==> src/rtl/fetch_pc_gen_pkg.sv <==
// Shared constants and state type for the fetch PC generator.
// Parameter defaults of fetch_pc_gen are taken from here.
package fetch_pc_gen_pkg;

    localparam int          DEF_ADDR_W     = 32;
    localparam int          DEF_FETCH_W    = 2;
    localparam int          DEF_INST_BYTES = 4;
    localparam logic [31:0] DEF_RESET_PC   = 32'h1c00_0000;

    typedef enum logic {
        ST_BOOT = 1'b0,
        ST_RUN  = 1'b1
    } pc_state_e;

endpackage

==> src/rtl/fetch_pc_next.sv <==
// Combinational next-PC selection: exception > branch redirect > sequential advance > hold.
// Redirect targets are forced onto an instruction boundary.
module fetch_pc_next #(
    parameter int ADDR_W      = 32,
    parameter int INST_BYTES  = 4,
    parameter int GROUP_BYTES = 8
) (
    input  logic [ADDR_W-1:0] pc,
    input  logic              fire,
    input  logic              redirect_en,
    input  logic [ADDR_W-1:0] redirect_pc,
    input  logic              excp_en,
    input  logic [ADDR_W-1:0] excp_pc,
    output logic [ADDR_W-1:0] next_pc
);

    localparam logic [ADDR_W-1:0] INST_MASK  = ADDR_W'(INST_BYTES - 1);
    localparam logic [ADDR_W-1:0] GROUP_MASK = ADDR_W'(GROUP_BYTES - 1);
    localparam logic [ADDR_W-1:0] GROUP_STEP = ADDR_W'(GROUP_BYTES);

    always_comb begin
        next_pc = pc;
        if (excp_en) begin
            next_pc = excp_pc & ~INST_MASK;
        end else if (redirect_en) begin
            next_pc = redirect_pc & ~INST_MASK;
        end else if (fire) begin
            // Sequential fetch always lands on the next group boundary; wraps modulo 2^ADDR_W.
            next_pc = (pc & ~GROUP_MASK) + GROUP_STEP;
        end
    end

endmodule

==> src/rtl/fetch_pc_gen.sv <==
// Fetch PC generator: BOOT/RUN state, registered fetch PC, request valid and slot mask.
// Request handshake: a fetch group transfers (fire) on a cycle where inst_en_o & ready_i & ~stall_i.
module fetch_pc_gen
    import fetch_pc_gen_pkg::*;
#(
    parameter int                ADDR_W     = DEF_ADDR_W,
    parameter logic [ADDR_W-1:0] RESET_PC   = ADDR_W'(DEF_RESET_PC),
    parameter int                FETCH_W    = DEF_FETCH_W,
    parameter int                INST_BYTES = DEF_INST_BYTES
) (
    input  logic               clk,
    input  logic               rst,
    input  logic               stall_i,
    input  logic               ready_i,
    input  logic               redirect_en_i,
    input  logic [ADDR_W-1:0]  redirect_pc_i,
    input  logic               excp_en_i,
    input  logic [ADDR_W-1:0]  excp_pc_i,
    output logic [ADDR_W-1:0]  pc_o,
    output logic               inst_en_o,
    output logic [FETCH_W-1:0] slot_mask_o
);

    localparam int GROUP_BYTES = FETCH_W * INST_BYTES;
    localparam int IB_LOG2     = $clog2(INST_BYTES);

    pc_state_e          state_q;
    pc_state_e          state_d;
    logic               run;
    logic               fire;
    logic               inst_en_d;
    logic [ADDR_W-1:0]  pc_d;
    logic [ADDR_W-1:0]  slot_idx;
    logic [FETCH_W-1:0] mask_d;

    assign run  = (state_q == ST_RUN);
    assign fire = inst_en_o & ready_i & ~stall_i;

    always_comb begin
        state_d   = state_q;
        inst_en_d = 1'b0;
        case (state_q)
            ST_BOOT: begin
                state_d   = ST_RUN;
                inst_en_d = 1'b1;
            end
            ST_RUN: begin
                inst_en_d = 1'b1;
            end
            default: begin
                state_d = ST_BOOT;
            end
        endcase
    end

    // Redirects are only honoured once running; in BOOT the PC stays at RESET_PC.
    fetch_pc_next #(
        .ADDR_W      (ADDR_W),
        .INST_BYTES  (INST_BYTES),
        .GROUP_BYTES (GROUP_BYTES)
    ) u_next (
        .pc          (pc_o),
        .fire        (fire),
        .redirect_en (redirect_en_i & run),
        .redirect_pc (redirect_pc_i),
        .excp_en     (excp_en_i & run),
        .excp_pc     (excp_pc_i),
        .next_pc     (pc_d)
    );

    // Slot index of the entry instruction within its group; earlier slots are invalid.
    assign slot_idx = (pc_d >> IB_LOG2) & ADDR_W'(FETCH_W - 1);

    always_comb begin
        mask_d = '0;
        for (int i = 0; i < FETCH_W; i++) begin
            mask_d[i] = inst_en_d && (ADDR_W'(i) >= slot_idx);
        end
    end

    always_ff @(posedge clk) begin
        if (rst) begin
            state_q     <= ST_BOOT;
            pc_o        <= RESET_PC;
            inst_en_o   <= 1'b0;
            slot_mask_o <= '0;
        end else begin
            state_q     <= state_d;
            pc_o        <= pc_d;
            inst_en_o   <= inst_en_d;
            slot_mask_o <= mask_d;
        end
    end

endmodule

==> config.mk <==
export PLATFORM = sky130hd
export DESIGN_NAME = fetch_pc_gen
export DESIGN_NICKNAME = d
export VERILOG_FILES = /design/src/rtl/fetch_pc_gen_pkg.sv /design/src/rtl/fetch_pc_next.sv /design/src/rtl/fetch_pc_gen.sv
export SDC_FILE = /design/constraint.sdc
export NUM_CORES = 1
export LEC_CHECK = 0
export BUFFER_PORTS_ARGS = -buffer_cell sky130_fd_sc_hd__clkbuf_2
export CAP_MARGIN = 40
export CORE_ASPECT_RATIO = 0.5
export CORE_MARGIN = 3
export CORE_UTILIZATION = 25
export CTS_CLUSTER_DIAMETER = 120
export DETAILED_ROUTE_END_ITERATION = 10
export MAX_ROUTING_LAYER = met4
export SKIP_CTS_REPAIR_TIMING = 1
export SLEW_MARGIN = 0
export SYNTH_ARGS = -nofsm -noshare
export SYNTH_HDL_FRONTEND = slang
export SYNTH_SLANG_ARGS = --single-unit
export TNS_END_PERCENT = 20
==> constraint.sdc <==
create_clock -name clk -period 5.3 [get_ports clk]
set_input_delay 0.265 -clock clk [delete_from_list [all_inputs] [get_ports clk]]
set_output_delay 0.265 -clock clk [all_outputs]
set_load 0.02 [all_outputs]
==> metrics.cfg <==
[logic_synthesis]
syn_area_per_cell_sq_um=7.609
synth-edff-count=0
yosysTopAreaCell=dfxtp_1
yosysWarnings=0
synthesis.area_sq_mm=0.002252
synth_ff_type=dfxtp_1
synth_cells=296
yosys_register_bits=33
synth-seq-area-share=0.2933
yosys.area.top_type_share=0.2933
synth_area_leaders=dfxtp_1 29%, o21ai_0 6.2%, a221oi_1 5.4%
async_reset_ff_frac=0
synth_cell_types=50

[worst_hold_path]
worstHoldPathType=in2reg

[die]
core-area_sq_mm=0.008374
die_x_um=140.2
ios=105
dieArea_sq_mm=0.01025
dieHeight_um=73.12
start_util=0.2689
rows=23

[route]
drt-initial-drc-count=272
drt_pass1_iterations=4
avgViaCountPerCell=5.442
routed_wl_mm=8.362
ant_nets=0
drc=0
wl_per_cell_um=16.96
vias=2683

[placement]
placed_area_sq_mm=0.002816
hpwl_mm=6.176
place_ws_ps=2983
port_buffers=98
place_congestion=0.8852

[grt]
grt_overflow=0
grt_pass1_wl_mm=13.34
grt_use_total=0.1681
grt_max_degree=25
grt_pass1_vias=2596
antenna_found_initial=0

[final_layout]
fin_nets=453
area_growth_pct=30.83
n_antenna_cell=0
final_area_sq_mm=0.002947
drive_above_1_share=0.3071

[timing]
rsz0062_at_grt=no
slew_viol_final=0
slew_headroom=0.4064
hold_violations=0
finalClockSkew_ps=9.026
setup_viol_count_final=0
period_needed_ps=2421
tightest_slew_ps=888.6
fin_setup_tns_ps=0
post-route-period-util=0.4567
max_freq_mhz=413.1
setup_slack_ps=2879

[power_and_ir_drop]
p_total_mw=0.7314
power_leakage_nw=1.240
power_density_mw_per_mm2=248.2
max-vdd-ir-drop_mv=0.1402

[outcome]
status=finished, final reports clean

[clocking]
cts_num_sinks=33
insertion_delay_ps=280
clockBufferDepth=2
clk_pin_slew_ps=60
htree_levels=2
cts_buffers=5
cts_tree=yes
cts-root-buf=clkbuf_16

[critical_path]
reg2reg_depth=6
worst-path-max-fanout=10
worst-setup-path-type=reg2reg
critPathArrivalTime_ps=2650
reg2reg_to=pc_o[29]
end_kind=register
critPathCapture=pc_o[29]
r2r_start=pc_o[3]
worst_ep_required_time_ps=5530
ff2ff_setup_slack_ps=2880
critPathLaunch=pc_o[3]
crit_path_start_kind=register

[flow_run]
cap_violations=0

[cells by family after synthesis]
| family | synth area share |
|---|---|
| AO/OA/AOI/OAI | 0.3350 |
| multiplexers | 0.004445 |
| XOR/XNOR | 0.04278 |
| other | 0.001665 |
| adder cells (fa/ha/maj) | 0.005555 |
| flip-flops | 0.2933 |
| AND/OR/NAND/NOR | 0.2583 |
| buffers and inverters | 0.05889 |
[placed cells by master (no fill, tap or decap), types with 11 or more instances in the layout]
cell type / instances
a21oi_1: 20
a221oi_1: 14
clkbuf_2: 98
dfxtp_1: 33
nand2_1: 18
nand3_1: 13
nor2_1: 20
nor3_1: 17
o21ai_0: 28
o22ai_1: 11
[critical path: stages (launching register included)]
cell,delay [ps]
dfxtp_1,440
ha_1,270
nand4_1,200
nor2_1,670
nand2_1,290
nor4_1,340
a221o_1,150
[flip-flops by register name, summed over array words and instances (netlist names)]
signal,count
pc_o,30
run,1
slot_mask_o,2
[layout make-up]
| cell class | count | area [sq um] |
|---|---|---|
| Sequential cell | 33 | 660.6 |
| Timing Repair Buffer | 102 | 528.0 |
| Inverter | 5 | 18.77 |
| Multi-Input combinational cell | 235 | 1469 |
| Fill cell | 919 | 5428 |
| Clock buffer | 5 | 125.1 |
| Clock inverter | 1 | 5.005 |
| Tap cell | 112 | 140.1 |
[through the flow]
step	instances	hold WS (ps)	util
after floorplan	297	401.0	-
after global placement	486	505.6	0.3345
after detailed placement	487	516.3	0.3363
after CTS	493	236.3	0.3519
after global routing	493	251.8	0.3519
final	493	231.2	0.3519
[worst min-delay path by stage]
stage,start,end,cells past startpoint,slack [ps]
2_1_floorplan,excp_pc_i[3],pc_o[3],2,400
3_3_place_gp,pc_o[4],pc_o[4],2,510
3_5_place_dp,pc_o[4],pc_o[4],2,520
4_1_cts,excp_pc_i[3],pc_o[3],3,240
5_1_grt,excp_pc_i[3],pc_o[3],3,250
6_report,excp_pc_i[3],pc_o[3],3,230
[synthesized netlist by cell type (2+ instances only)]
library cell	count
nor2b_1	2
o31a_2	2
nor3_1	17
buf_6	2
o31ai_1	2
nor2_1	20
and2_1	4
inv_1	5
a211oi_1	4
a221o_1	6
o22ai_1	11
a22o_1	5
o21ai_1	2
a31oi_1	4
a211o_1	2
or3_1	3
nand3_1	13
nand2_1	18
nand4_1	7
and4_1	2
clkbuf_1	19
a22oi_1	7
xor2_1	7
xnor2_1	4
o21ai_0	28
nand2b_1	4
buf_4	2
a221oi_1	14
dfxtp_1	33
and3_1	3
nor4_1	6
a21oi_1	20
[per-layer routing]
metal  GRT usage  part of all wire  wire length, um  vias to the layer above
met5           -                 0                0                        -
met4     0.04511             0.011               96                        0
met3     0.02552             0.046              384                       10
met2      0.2617              0.46             3857                       74
met1      0.2294              0.48             4024                     1283
li1            -                 -                -                     1316
[where the power goes]
part           leakage [nW]  internal [mW]  switching (mW)
clock network        0.0655          0.168           0.110
logic                 0.902         0.0650          0.0940
registers             0.273          0.267          0.0272
No activity file was read; power rests on OpenSTA's default activity.
